==> src/rtl/bus_req_arbiter.sv <==
// Two-requester bus arbiter: instruction fetch (requester 0, read-only) and data
// (requester 1, read/write) share one AXI-lite style master port. One single-beat
// transaction is in flight at a time; ties are broken round-robin.
module bus_req_arbiter #(
    parameter int unsigned ADDR_W = 32,
    parameter int unsigned DATA_W = 32,
    parameter int unsigned STRB_W = DATA_W / 8
) (
    input  logic              clk,
    input  logic              rst,
    input  logic              req0,
    input  logic [ADDR_W-1:0] addr0,
    input  logic              req1,
    input  logic              we1,
    input  logic [ADDR_W-1:0] addr1,
    input  logic [DATA_W-1:0] wdata1,
    input  logic [STRB_W-1:0] wstrb1,
    output logic              done0,
    output logic              done1,
    output logic [DATA_W-1:0] rdata,
    output logic              err,
    output logic [ADDR_W-1:0] araddr,
    output logic              arvalid,
    input  logic              arready,
    input  logic [DATA_W-1:0] rdata_i,
    input  logic [1:0]        rresp,
    input  logic              rvalid,
    output logic              rready,
    output logic [ADDR_W-1:0] awaddr,
    output logic              awvalid,
    input  logic              awready,
    output logic [DATA_W-1:0] wdata,
    output logic [STRB_W-1:0] wstrb,
    output logic              wvalid,
    input  logic              wready,
    input  logic [1:0]        bresp,
    input  logic              bvalid,
    output logic              bready
);

    localparam logic [2:0] IDLE = 3'd0;
    localparam logic [2:0] AR   = 3'd1;
    localparam logic [2:0] R    = 3'd2;
    localparam logic [2:0] AW   = 3'd3;
    localparam logic [2:0] W    = 3'd4;
    localparam logic [2:0] B    = 3'd5;

    logic [2:0]        state_q, state_d;
    logic              grant_q, grant_d;   // 0: requester 0, 1: requester 1
    logic              last_q, last_d;     // requester granted most recently
    logic [ADDR_W-1:0] addr_q, addr_d;
    logic [DATA_W-1:0] wdata_q, wdata_d;
    logic [STRB_W-1:0] wstrb_q, wstrb_d;
    logic              arvalid_q, arvalid_d;
    logic              rready_q, rready_d;
    logic              awvalid_q, awvalid_d;
    logic              wvalid_q, wvalid_d;
    logic              bready_q, bready_d;
    logic              done0_q, done0_d;
    logic              done1_q, done1_d;
    logic              err_q, err_d;
    logic [DATA_W-1:0] rdata_q, rdata_d;

    // A requester still sees its own done this cycle and has not dropped req yet.
    logic cand0, cand1, pick1;
    assign cand0 = req0 & ~done0_q;
    assign cand1 = req1 & ~done1_q;
    assign pick1 = cand1 & (~cand0 | ~last_q);

    // Next-state and handshake sequencing; done and err are single-cycle pulses.
    always_comb begin
        state_d   = state_q;
        grant_d   = grant_q;
        last_d    = last_q;
        addr_d    = addr_q;
        wdata_d   = wdata_q;
        wstrb_d   = wstrb_q;
        arvalid_d = arvalid_q;
        rready_d  = rready_q;
        awvalid_d = awvalid_q;
        wvalid_d  = wvalid_q;
        bready_d  = bready_q;
        rdata_d   = rdata_q;
        done0_d   = 1'b0;
        done1_d   = 1'b0;
        err_d     = 1'b0;
        case (state_q)
            IDLE: begin
                if (cand0 || cand1) begin
                    grant_d = pick1;
                    last_d  = pick1;
                    addr_d  = pick1 ? addr1 : addr0;
                    if (pick1 && we1) begin
                        wdata_d   = wdata1;
                        wstrb_d   = wstrb1;
                        awvalid_d = 1'b1;
                        state_d   = AW;
                    end else begin
                        wdata_d   = '0;
                        wstrb_d   = '0;
                        arvalid_d = 1'b1;
                        state_d   = AR;
                    end
                end
            end
            AR: begin
                if (arready) begin
                    arvalid_d = 1'b0;
                    rready_d  = 1'b1;
                    state_d   = R;
                end
            end
            R: begin
                if (rvalid) begin
                    rready_d = 1'b0;
                    rdata_d  = rdata_i;
                    err_d    = |rresp;
                    done0_d  = ~grant_q;
                    done1_d  = grant_q;
                    state_d  = IDLE;
                end
            end
            AW: begin
                if (awready) begin
                    awvalid_d = 1'b0;
                    wvalid_d  = 1'b1;
                    state_d   = W;
                end
            end
            W: begin
                if (wready) begin
                    wvalid_d = 1'b0;
                    bready_d = 1'b1;
                    state_d  = B;
                end
            end
            B: begin
                if (bvalid) begin
                    bready_d = 1'b0;
                    rdata_d  = '0;
                    err_d    = |bresp;
                    done1_d  = 1'b1;
                    state_d  = IDLE;
                end
            end
            default: begin
                state_d = IDLE;
            end
        endcase
    end

    // State registers; reset abandons any transfer in flight.
    always_ff @(posedge clk or negedge rst) begin
        if (!rst) begin
            state_q   <= IDLE;
            grant_q   <= 1'b0;
            last_q    <= 1'b1;  // requester 0 wins the first tie
            addr_q    <= '0;
            wdata_q   <= '0;
            wstrb_q   <= '0;
            arvalid_q <= 1'b0;
            rready_q  <= 1'b0;
            awvalid_q <= 1'b0;
            wvalid_q  <= 1'b0;
            bready_q  <= 1'b0;
            done0_q   <= 1'b0;
            done1_q   <= 1'b0;
            err_q     <= 1'b0;
            rdata_q   <= '0;
        end else begin
            state_q   <= state_d;
            grant_q   <= grant_d;
            last_q    <= last_d;
            addr_q    <= addr_d;
            wdata_q   <= wdata_d;
            wstrb_q   <= wstrb_d;
            arvalid_q <= arvalid_d;
            rready_q  <= rready_d;
            awvalid_q <= awvalid_d;
            wvalid_q  <= wvalid_d;
            bready_q  <= bready_d;
            done0_q   <= done0_d;
            done1_q   <= done1_d;
            err_q     <= err_d;
            rdata_q   <= rdata_d;
        end
    end

    assign araddr  = addr_q;
    assign awaddr  = addr_q;
    assign wdata   = wdata_q;
    assign wstrb   = wstrb_q;
    assign arvalid = arvalid_q;
    assign rready  = rready_q;
    assign awvalid = awvalid_q;
    assign wvalid  = wvalid_q;
    assign bready  = bready_q;
    assign done0   = done0_q;
    assign done1   = done1_q;
    assign err     = err_q;
    assign rdata   = rdata_q;

endmodule

==> config.mk <==
export PLATFORM = sky130hd
export DESIGN_NAME = bus_req_arbiter
export DESIGN_NICKNAME = d
export VERILOG_FILES = /design/src/rtl/bus_req_arbiter.sv
export SDC_FILE = /design/constraint.sdc
export NUM_CORES = 1
export LEC_CHECK = 0
export ABC_AREA = 1
export BUFFER_PORTS_ARGS = -buffer_cell sky130_fd_sc_hd__buf_2
export CELL_PAD_IN_SITES_DETAIL_PLACEMENT = 1
export CELL_PAD_IN_SITES_GLOBAL_PLACEMENT = 1
export CORE_ASPECT_RATIO = 0.6
export CORE_MARGIN = 2
export CORE_UTILIZATION = 34
export CTS_CLUSTER_DIAMETER = 50
export DETAILED_ROUTE_END_ITERATION = 6
export GPL_TIMING_DRIVEN = 0
export PLACE_DENSITY = 0.85
export SLEW_MARGIN = 10
export SYNTH_ARGS = -nofsm -noshare
export SYNTH_HDL_FRONTEND = slang
export SYNTH_SLANG_ARGS = --single-unit
==> constraint.sdc <==
create_clock -name clk -period 2.3 [get_ports clk]
set_clock_uncertainty 0.05 [all_clocks]
set_input_delay 0.69 -clock clk [delete_from_list [all_inputs] [get_ports clk]]
set_output_delay 0.69 -clock clk [all_outputs]
set_load 0.01 [all_outputs]
## After elaboration in Yosys (flattened, before gate mapping)

Index checks and enable logic that the tools add are counted.

| cells by class | value |
|---|---|
| equal/unequal tests | 13 |
| muxes and demuxes | 39 |
| bitwise logic cells | 9 |
| reductions and logical operators | 19 |

Operators by type and width:

| operator | number |
|---|---|
| 2-to-1 mux 32 bit | 4 |
| one-hot mux 32 bit (2 select lines) | 1 |
| 2-to-1 mux 1 bit | 18 |
| 2-to-1 mux 3 bit | 6 |
| one-hot mux 3 bit (6 select lines) | 1 |
| inequality test 2 bit, second input constant | 8 |
| one-hot mux 1 bit (2 select lines) | 7 |
| AND reduction 3 bit | 4 |
| nonzero test 2 bit | 6 |
| AND reduction 4 bit | 2 |
| equality test 3 x 2 -> 1 bit, second input constant | 2 |
| equality test 3 bit, second input constant | 2 |
| AND reduction 6 bit | 1 |
| NOT 1 bit | 5 |
| 2-to-1 mux 4 bit | 1 |
| OR reduction 2 bit | 2 |
| AND 1 bit | 3 |
| equality test 3 x 1 -> 1 bit, second input constant | 1 |
| logical NOT 3 bit | 1 |
| 2-to-1 mux 2 bit | 1 |
| AND reduction 2 bit | 1 |
| logical AND 1 bit | 1 |
| logical OR 1 bit | 1 |
| OR 1 bit | 1 |

| word-level totals | value |
|---|---|
| register bits | 113 |
| input bits | 146 |
| logic and storage cells | 95 |

## Depth between registers and ports, before layout

Gate-level depths: netlist of run 1.

| logic depth | value |
|---|---|
| depth in word-level cells | 9 |
| mapped depth | 8 |
| depth with buffers taken out | 8 |

## Worst setup path before layout of run 1

OpenSTA, ideal clock, no wires.

| timing | value |
|---|---|
| path kind | input port to flip-flop |
| from | input req1 |
| to | register wdata_q[22], in the netlist wdata[22] |
| setup time | 0.121 ns |
| arrival | 1.536 ns |
| required time | 2.129 ns |
| path slack | 0.593 ns |
| stages on the path | 7 |
| buffers on the path | 2 |
| cell sequence | inv_1 o21ai_1 nand2_8 buf_6 buf_6 nand2_1 o21ai_1 |

| on the way | value |
|---|---|
| word-level cells in the longest chain between the ends | 4 |
| elaborated cells between the ends (all ways) | 6 |
| those cells by class | mux (1); bitwise (2); reduce/logical (3) |

RTL lines:

| what | RTL line | text |
|---|---|---|
| start: declaration | 13 | `input logic req1,` |
| AND 1 bit * | 67 | `assign cand1 = req1 & ~done1_q;` |
| AND 1 bit | 68 | `assign pick1 = cand1 & (~cand0 \| ~last_q);` |
| logical AND 1 bit | 93 | `if (pick1 && we1) begin` |
| 2-to-1 mux 32 bit | 93 |  |
| end signal: assignment | 175 | `wdata_q <= wdata_d;` |
| end: declaration | 52 | `logic [DATA_W-1:0] wdata_q, wdata_d;` |

Every way passes the cells marked *; elsewhere a longest branch is shown, timed or not.
A chain may end at the register's enable or synchronous reset.

## Final worst setup path of run 1

| timing | value |
|---|---|
| from | register done1_q, in the netlist done1 |
| to | register addr_q[6], in the netlist araddr[6] |

| on the way | value |
|---|---|
| word-level cells in the longest chain between the ends | 4 |
| elaborated cells between the ends (all ways) | 6 |
| those cells by class | mux (1); bitwise (3); reduce/logical (2) |

RTL lines:

| what | RTL line | text |
|---|---|---|
| start: declaration | 60 | `logic done1_q, done1_d;` |
| start signal: assignment | 183 | `done1_q <= done1_d;` |
| NOT 1 bit * | 67 |  |
| AND 1 bit * | 67 |  |
| AND 1 bit / logical OR 1 bit (equally long branches) | 68, 89 |  |
| 2-to-1 mux 32 bit / AND reduction 2 bit (equally long branches) | n/a |  |
| end signal: assignment | 174 | `addr_q <= addr_d;` |
| end: declaration | 51 | `logic [ADDR_W-1:0] addr_q, addr_d;` |

Marks and branches as above.

==> flow_summary.toml, run 1 <==
[worst_hold_path]
holdCritPathClass = "in2async"

[routing]
top_layer = "met4"
wl_met2_um = 8850
via_count = 5042
wl_met1_um = 7420
totalWireLength_um = 18000
wl_per_cell_um = 16.4
wl_met3_um = 1580
drt_iter0_drc = 248
dr.pass1.iters = 4
antenna_left = 0
via_per_inst = 4.59
route.detailed.drc = 0

[power]
switching_share_pct = 41.3
p_sw_w = 0.00474
seqPwrFrac_pct = 31.5
power.total_w = 0.0115
comb_power_share_pct = 45.5
p_clk_share_pct = 23.0
power_density_mw_per_mm2 = 1530
p_leak_nw = 4.16
peakVddDrop_uv = 627
p_int_w = 0.00674

[yosys]
postSynthCellCount = 582
synthFlopType = "dfrtp_1"
syn_area_mm2 = 0.00521
synth_nets = 728
ys_seq_area_share_pct = 54.3
synthArstFlopShare_pct = 100
avgSynthCellArea_um2 = 8.95
synth_top_area_share_pct = 53.8
synth_edf_count = 0
yosysTopAreaCell = "dfrtp_1"
ys_types = 28
ys_top_cells_by_area = "dfrtp_1 (54%), nand2_1 (11%), a21oi_1 (6.4%), o21ai_2 (5.4%), buf_4 (4.9%)"
yosysWarnings = 0
ys_ff_latch = 113

[clock_tree]
ctsResizeCount = 0
clock_latency_ns = 0.40
clk_pin_slew_ns = 0.07
cts_root_buf = "clkbuf_16"
cts_tree = "yes"
cts_buffers = 17
numClockSinks = 113
post_cts_buffers = 0
clk_path_buf_depth = 2
h-tree-depth = 4
hold_buffers = 0

[setup_path]
ff2ff_path_depth = 6
critPathMostFrequentCell = "nand2_1"
required_ns = 2.56
critPathLaunch = "done1"
critPathCaptureType = "register"
r2r_start = "done1"
critical_path_class = "reg2reg"
r2r_setup_slack_ns = 0.41
cp-start-kind = "register"
rr_endpoint = "araddr[6]"
cp_slowest_cell = "clkbuf_1"
cp.arrival_ns = 2.15
path_delay_family = "buffers and inverters"
crit_chain = "nor2_2 -> nand2_1 -> inv_2 -> clkbuf_1 -> nand2_1 -> a21oi_1"
cp_slowest_stage_delay_ns = 0.42
crit_fanout = 10
crit_buf_inv = 2

[layout]
instances_no_fill = 1099
fillCellCount = 1859
layout-drive-gt1-share_pct = 46.2
design_area_mm2 = 0.00751
nNetsFinal = 1033
layout_commonest_cell = "buf_2"
mostFrequentLayoutCells = "buf_2 (291), nand2_1 (149), dfrtp_1 (112)"
area_growth_pct = 44.1

[floorplanning]
placeableCoreArea_mm2 = 0.0147
io_pins = 286
die-area_mm2 = 0.0164
die_w_um = 164
die_y_um = 99.9
rows = 34
start_util_pct = 35.4

[place]
dp_cells = 1066
place_congestion = 0.790
dp_hpwl_um = 13900
port_buffers = 285
place_area_mm2 = 0.00692
pre_cts_ws_ns = -0.0377

[timing]
max_freq_ghz = 0.528
max_slew.worst_pin.slew_ns = 0.498
slew_headroom_pct = 66.8
setup_viol = 0
finalCriticalPeriod_ns = 1.89
rsz0062_at_grt = "false"
finalCritPeriodShare_pct = 82.4
worst_slack_ns = 0.406
drv_slew = 0
tns_ns = 0
hold_viol = 0

[global_route]
track_usage_pct = 22.5
antenna_found_initial = 1
gr-total-overflow = 0
grt_pass1_vias = 5440
grt_max_degree = 86
grt_pass1_wl_um = 28500

[flow_run]
drv_cap = 0

[outcome]
status = "complete, no violations"
metal layers:
metal,vias to the layer above,GRT usage (%)
li1,2429,-
met1,2432,26.6
met2,167,39.2
met3,14,8.39
met4,0,5.13
met5,-,0
layout make-up:
cell class / count / area, µm² / share of cell area [%]
multi-input cells: 354 / 1720 / 23.0
repair buffers: 286 / 1460 / 19.4
flip-flops and latches: 113 / 2830 / 37.7
clock inverters: 15 / 164 / 2.18
well taps: 198 / 248 / 3.30
diodes: 1 / 2.50 / 0.0333
inverters: 55 / 214 / 2.85
clock buffers: 17 / 425 / 5.66
plain buffers: 60 / 444 / 5.91
cells by family after synthesis:
family                 share of synthesized area (%)
AOI/OAI and AO/OA                               16.4
buffers and inverters                           12.6
DFF                                             54.3
and+or+nand+nor                                 16.7
power by group through the flow:
| stage | registers (W) | logic [W] | clock network [W] |
|---|---|---|---|
| floorplan | 0.00397 | 0.00272 | 0 |
| global placement | 0.00358 | 0.00513 | 0 |
| detailed placement | 0.00363 | 0.00532 | 0 |
| CTS | 0.00363 | 0.00534 | 0.00270 |
| global route | 0.00374 | 0.00580 | 0.00278 |
| finish | 0.00362 | 0.00522 | 0.00264 |
synthesized netlist by cell type, types with 2 or more instances:
library cell	number
buf_2	7
dfrtp_1	112
nor2_1	42
o21ai_2	32
inv_1	51
buf_4	34
nand3_1	8
o21ai_1	19
o21a_1	2
nand2_1	149
nand4_1	2
nand2_2	3
a21oi_1	67
nand3_4	2
o21ai_0	21
clkbuf_1	7
buf_6	11
nor2_4	2
inv_2	2
stage by stage:
stage,util [%],hold WS (ns)
global placement,46.8,0.397
detailed placement,47.0,0.409
global route,51.0,0.0907
CTS,51.0,0.0857
finish,51.0,0.0888
floorplan,-,0.344
registers in the layout, summed over array words and instances (netlist names):
signal	cells
wdata	32
state_q	3
araddr	32
err	1
last_q	1
awvalid	1
bready	1
wstrb	4
rready	1
done0	1
done1	1
arvalid	1
grant_q	1
wvalid	1
rdata	32
how the worst max path moves through the flow:
| stage | slack (ns) | to | cells after the start |
|---|---|---|---|
| after floorplan | 0.59 | wdata[22] | 7 |
| after global placement | -0.94 | araddr[2] | 1 |
| after detailed placement | -0.04 | araddr[6] | 8 |
| after CTS | 0.33 | araddr[6] | 6 |
| after global routing | 0.16 | araddr[6] | 6 |
| final | 0.41 | araddr[6] | 6 |
Power figures use the tool's default switching activity.
==> run 2: changes to the inputs <==
ABC_AREA = 0   (was 1)
CORE_UTILIZATION = 28   (was 34)
PLACE_DENSITY = 0.76   (was 0.85)
clock period = 1.6 ns   (was 2.3 ns; I/O delays follow)
==> run 2 against run 1 <==
Via count grew 3.6%. Global-route usage decreased by 3.0 points. Sequential share of layout area shrank 4.6 points. Clock power increased by 49%. The flow now finishes with violations (setup timing). Synthesized area down 3.9%. Total power grew 68%. Largest power group unchanged. First-iteration DRC count fell by 24%. Wire length is 13% higher. Critical endpoint is now awaddr[24]. Flip-flop and latch count is the same. Cell count is 2.6% higher. Hold slack improved by 0.15 ns.
==> flow_summary.toml, run 2 <==
[layout]
area_growth_pct = 71.2
layout-drive-gt1-share_pct = 57.8
diodes = 0
fillCellCount = 2001
nNetsFinal = 1027
fin_util_pct = 49.5
design_area_mm2 = 0.00857
mostFrequentLayoutCells = "buf_2 (257), nand2_1 (163), dfrtp_1 (111)"
layout_commonest_cell = "buf_2"

[setup_path]
crit_chain = "buf_6 -> buf_6"
cp.arrival_ns = 1.09
r2r_setup_slack_ns = -0.01
ff2ff_path_depth = 7
critPathCaptureType = "output port"
required_ns = 1.07
cp-start-kind = "register"
cp_slowest_stage_delay_ns = 0.44
critPathMostFrequentCell = "buf_6"
critPathLaunch = "araddr[24]"
critical_path_class = "reg2out"
cp_slowest_cell = "dfrtp_1"
r2r_start = "state_q[1]"
rr_endpoint = "araddr[24]"
crit_buf_inv = 2
path_delay_family = "flip-flops"
crit_fanout = 3

[routing]
totalWireLength_um = 20300
via_count = 5223
wl_per_cell_um = 18.0
wl_met3_um = 1560
top_layer = "met5"
via_per_inst = 4.63
wl_met2_um = 9480
antenna_left = 0
route.detailed.drc = 0
wl_met1_um = 9000
dr.pass1.iters = 4
drt_iter0_drc = 188

[worst_hold_path]
holdCritPathClass = "in2reg"
worstHoldStart = "rdata_i[21]"
min_path_cells = 3
worst_hold_path.endpoint = "rdata[21]"

[yosys]
synth_nets = 722
postSynthCellCount = 576
ys_ff_latch = 113
ys_seq_area_share_pct = 56.5
synthArstFlopShare_pct = 100
yosysMostFrequentCell = "nand2_1"
synth_common_cells = "nand2_1 (184), dfrtp_1 (112), a21oi_1 (67), o21ai_0 (39)"
avgSynthCellArea_um2 = 8.69
synth_edf_count = 0
synth_top_area_share_pct = 56.0
yosysTopAreaCell = "dfrtp_1"
ys_top_cells_by_area = "dfrtp_1 (56%), nand2_1 (14%), a21oi_1 (6.7%), buf_4 (5.5%), o21ai_0 (3.9%)"
syn_area_mm2 = 0.00501
synthFlopType = "dfrtp_1"
yosysWarnings = 0
ys_types = 30

[power]
power_density_mw_per_mm2 = 2250
seqPwrFrac_pct = 27.2
switching_share_pct = 40.1
comb_power_share_pct = 52.4
p_sw_w = 0.00774
p_clk_share_pct = 20.4
p_leak_nw = 4.29
p_int_w = 0.0116
peakVddDrop_uv = 721

[flow_run]
drv_cap = 0

[clock_tree]
clock_latency_ns = 0.40
clk_path_buf_depth = 2
h-tree-depth = 4
numClockSinks = 113
cts_buffers = 17
cts_root_buf = "clkbuf_16"
clk_pin_slew_ns = 0.06
cts_tree = "yes"

[floorplanning]
placeableCoreArea_mm2 = 0.0173
start_util_pct = 28.9
die-area_mm2 = 0.0190
die_w_um = 177
rows = 37
die_y_um = 108
io_pins = 286

[timing]
hold_viol = 0
max_slew.worst_pin.slew_ns = 0.522
finalCritPeriodShare_pct = 101
finalCriticalPeriod_ns = 1.62
slew_headroom_pct = 65.2
setup_viol = 7
max_freq_ghz = 0.617
worst_slack_ns = -0.0204
rsz0062_at_grt = "true"
drv_slew = 0

[global_route]
gr-total-overflow = 0
grt_max_degree = 64
grt_pass1_wl_um = 28600
track_usage_pct = 19.5
grt_pass1_vias = 5364
antenna_found_initial = 1

[place]
port_buffers = 285
place_area_mm2 = 0.00676
place_congestion = 0.780
dp_hpwl_um = 14200

[outcome]
status = "finished, violations left"
failed_checks = "setup timing"
run 2: cell count changes after synthesis, moves of 10 or more:
cell | previous run | this run
nand2_1 | 149 | 184
o21ai_1 | 19 | 6
inv_1 | 51 | 3
buf_2 | 7 | 23
buf_6 | 11 | 1
nand3_1 | 8 | 33
o21ai_0 | 21 | 39
o21ai_2 | 32 | 1
run 2: cells by family (layout without fill, tap and decap cells):
logic type             after synthesis  after routing  synth area share [%]
AO/OA/AOI/OAI                      120            120                  12.3
buffers and inverters               74            392                  9.05
flip-flops                         113            113                  56.5
multiplexers                         1              1                 0.200
AND/OR/NAND/NOR                    268            268                  21.9
run 2: final cells by class:
class | instances | area, µm² | share of cell area, %
Sequential cell | 113 | 2830 | 33.0
Inverter | 3 | 11.3 | 0.131
Clock buffer | 20 | 457 | 5.33
Multi-Input combinational cell | 389 | 2330 | 27.2
Clock inverter | 12 | 156 | 1.82
Buffer | 48 | 507 | 5.91
Timing Repair Buffer | 309 | 1990 | 23.2
Tap cell | 234 | 293 | 3.42
run 2: how the worst max path moves through the flow:
stage	depth (start not counted)	end
detailed placement	6	wdata[16]
finish	2	awaddr[24]
global placement	1	araddr[27]
CTS	5	wdata[23]
floorplan	5	wdata[23]
global route	7	araddr[24]
run 2: power groups by stage:
| stage | Sequential, W | Clock [W] | Combinational [W] |
|---|---|---|---|
| floorplan | 0.00555 | 0 | 0.00349 |
| global placement | 0.00499 | 0 | 0.00703 |
| detailed placement | 0.00506 | 0 | 0.00721 |
| CTS | 0.00507 | 0.00401 | 0.00788 |
| global route | 0.00541 | 0.00417 | 0.0109 |
| finish | 0.00525 | 0.00393 | 0.0101 |
run 2: what timing repair did:
item                                   in CTS  in global routing
gates cloned                                0                  8
setup endpoints to repair                 133                118
gates resized for setup                    85                231
pin swaps                                   3                 24
setup buffers                               6                  8
endpoints found under the hold margin       8                  0
hold buffers                                1                  0
run 2: worst min-delay path: cells and delay by family:
| kind | cells | cell delay [ns] |
|---|---|---|
| buf+inv | 1 | 0.07 |
| simple gates | 2 | 0.11 |
run 2: layer usage:
layer  vias to the layer above  GRT usage (%)
met1                      2568           25.2
met5                         -              0
met4                         2           4.55
met3                        20           7.03
met2                       174           31.3
li1                       2459              -
run 2: stage by stage:
step,hold slack [ns],setup WS [ns],cells,total power [W],setup TNS [ns]
after floorplan,0.134,0.111,576,0.00904,0
after global placement,0.359,-1.51,1095,0.0120,-207.30
after detailed placement,0.372,-0.606,1096,0.0123,-41.01
after CTS,0.230,-0.00513,1119,0.0170,-0.00739
after global routing,0.231,-0.0770,1128,0.0205,-3.06
final,0.239,-0.0204,1128,0.0193,-0.0619
==> run 3: changes to the inputs <==
ABC_CLOCK_PERIOD_IN_PS = 1600   (was not set)
GPL_ROUTABILITY_DRIVEN = 0   (was not set)
PLACE_DENSITY = 0.83   (was 0.76)
==> run 3 against run 2 <==
The flow now finishes without violations. Count of clock-buffer cells in the layout decreased by 2. Die area unchanged. Largest cell class unchanged. Critical path depth unchanged.
==> flow_summary.toml, run 3 (synthesized netlist as in run 2, its figures left out) <==
[floorplanning]
die_y_um = 108
io_pins = 286
die_w_um = 177
die-area_mm2 = 0.0190
start_util_pct = 28.9
placeableCoreArea_mm2 = 0.0173
rows = 37

[layout]
instances_no_fill = 1123
fin_util_pct = 45.4
area_growth_pct = 57.1
layout_commonest_cell = "buf_2"
mostFrequentLayoutCells = "buf_2 (253), nand2_1 (181), dfrtp_1 (110)"
layout-drive-gt1-share_pct = 46.4
nNetsFinal = 1021
design_area_mm2 = 0.00787

[global_route]
grt_pass1_wl_um = 29300
grt_pass1_vias = 5410
grt_max_degree = 66
gr-total-overflow = 0
track_usage_pct = 20.1
antenna_found_initial = 2

[setup_path]
r2r_start = "last_q"
critPathCaptureType = "output port"
critPathLaunch = "araddr[5]"
r2r_setup_slack_ns = 0.04
ff2ff_path_depth = 5
cp.arrival_ns = 1.05
critical_path_class = "reg2out"
crit_fanout = 2
cp-endpoint = "awaddr[5]"
required_ns = 1.07
rr_endpoint = "araddr[26]"
cp-start-kind = "register"

[clock_tree]
clock_latency_ns = 0.39
cts_root_buf = "clkbuf_16"
clk_pin_slew_ns = 0.06
cts_buffers = 17
numClockSinks = 113
h-tree-depth = 4
clk_path_buf_depth = 2
cts_tree = "yes"

[routing]
via_per_inst = 4.56
drt_iter0_drc = 134
wl_per_cell_um = 17.2
route.detailed.drc = 0
via_count = 5119
totalWireLength_um = 19300
dr.pass1.iters = 4
antenna_left = 0

[timing]
finalCritPeriodShare_pct = 98.9
slew_headroom_pct = 66.1
max_slew.worst_pin.slew_ns = 0.508
finalCriticalPeriod_ns = 1.58
setup_viol = 0
max_freq_ghz = 0.632
rsz0062_at_grt = "true"
drv_slew = 0
hold_viol = 0

[outcome]
status = "complete, no violations"

[place]
dp_cells = 1096
port_buffers = 285
dp_hpwl_um = 14400
place_area_mm2 = 0.00676

[flow_run]
drv_cap = 0

[power]
p_leak_nw = 4.09
power_density_mw_per_mm2 = 2200
peakVddDrop_uv = 664

[worst_hold_path]
worstHoldStart = "rdata_i[24]"
holdCritPathClass = "in2reg"
## run 3: how the worst min path moves through the flow
stage                            to  slack [ns]  cells after the start
after floorplan           araddr[0]        0.13                      0
after global placement        done0        0.39                      1
after detailed placement      done0        0.38                      1
after CTS                  rdata[5]        0.23                      3
after global routing      wdata[31]        0.24                      3
final                     rdata[24]        0.24                      3
## run 3: final cells by class
cell class	count	area [µm²]
fillers	2085	9450
plain buffers	46	443
diodes	1	2.50
inverters	3	11.3
well taps	234	293
multi-input cells	389	1850
clock inverters	14	179
flip-flops and latches	113	2830
repair buffers	305	1810
clock buffers	18	439
## run 3: through the flow
step	setup WS (ns)	TNS, ns	hold slack [ns]	power (W)
2_1_floorplan	0.111	0	0.134	0.00904
3_3_place_gp	-1.53	-206.20	0.390	0.0120
3_5_place_dp	-0.580	-37.41	0.379	0.0123
4_1_cts	0.000319	0	0.227	0.0171
5_1_grt	-0.0391	-0.329	0.239	0.0185
6_report	0.0171	0	0.241	0.0173
## run 3: worst max-delay path: stages, from the launching register on
cell and delay [ns]:
dfrtp_1 0.41, buf_6 0.13, buf_6 0.12
## run 3: repair_timing
action,CTS,global route
resized for setup,79,74
hold buffers,1,0
hold endpoints to repair,27,0
setup endpoints to repair,131,109
setup buffers,9,9
pin swaps,3,4
## run 3: per-layer routing
layer  GRT usage (%)  vias to the layer above  part of all wire (%)
met1            25.1                     2482                    44
met4            4.60                        2                  0.78
met2            33.6                      172                    47
met5               0                        -                 0.083
li1                -                     2450                     -
met3            6.92                       13                   8.1
## run 3: where the power goes
| part | total (W) | internal (W) | switching [W] |
|---|---|---|---|
| Combinational | 0.00817 | 0.00373 | 0.00445 |
| Sequential | 0.00511 | 0.00419 | 0.000922 |
| Clock | 0.00403 | 0.00252 | 0.00152 |
| Total | 0.0173 | 0.0104 | 0.00688 |
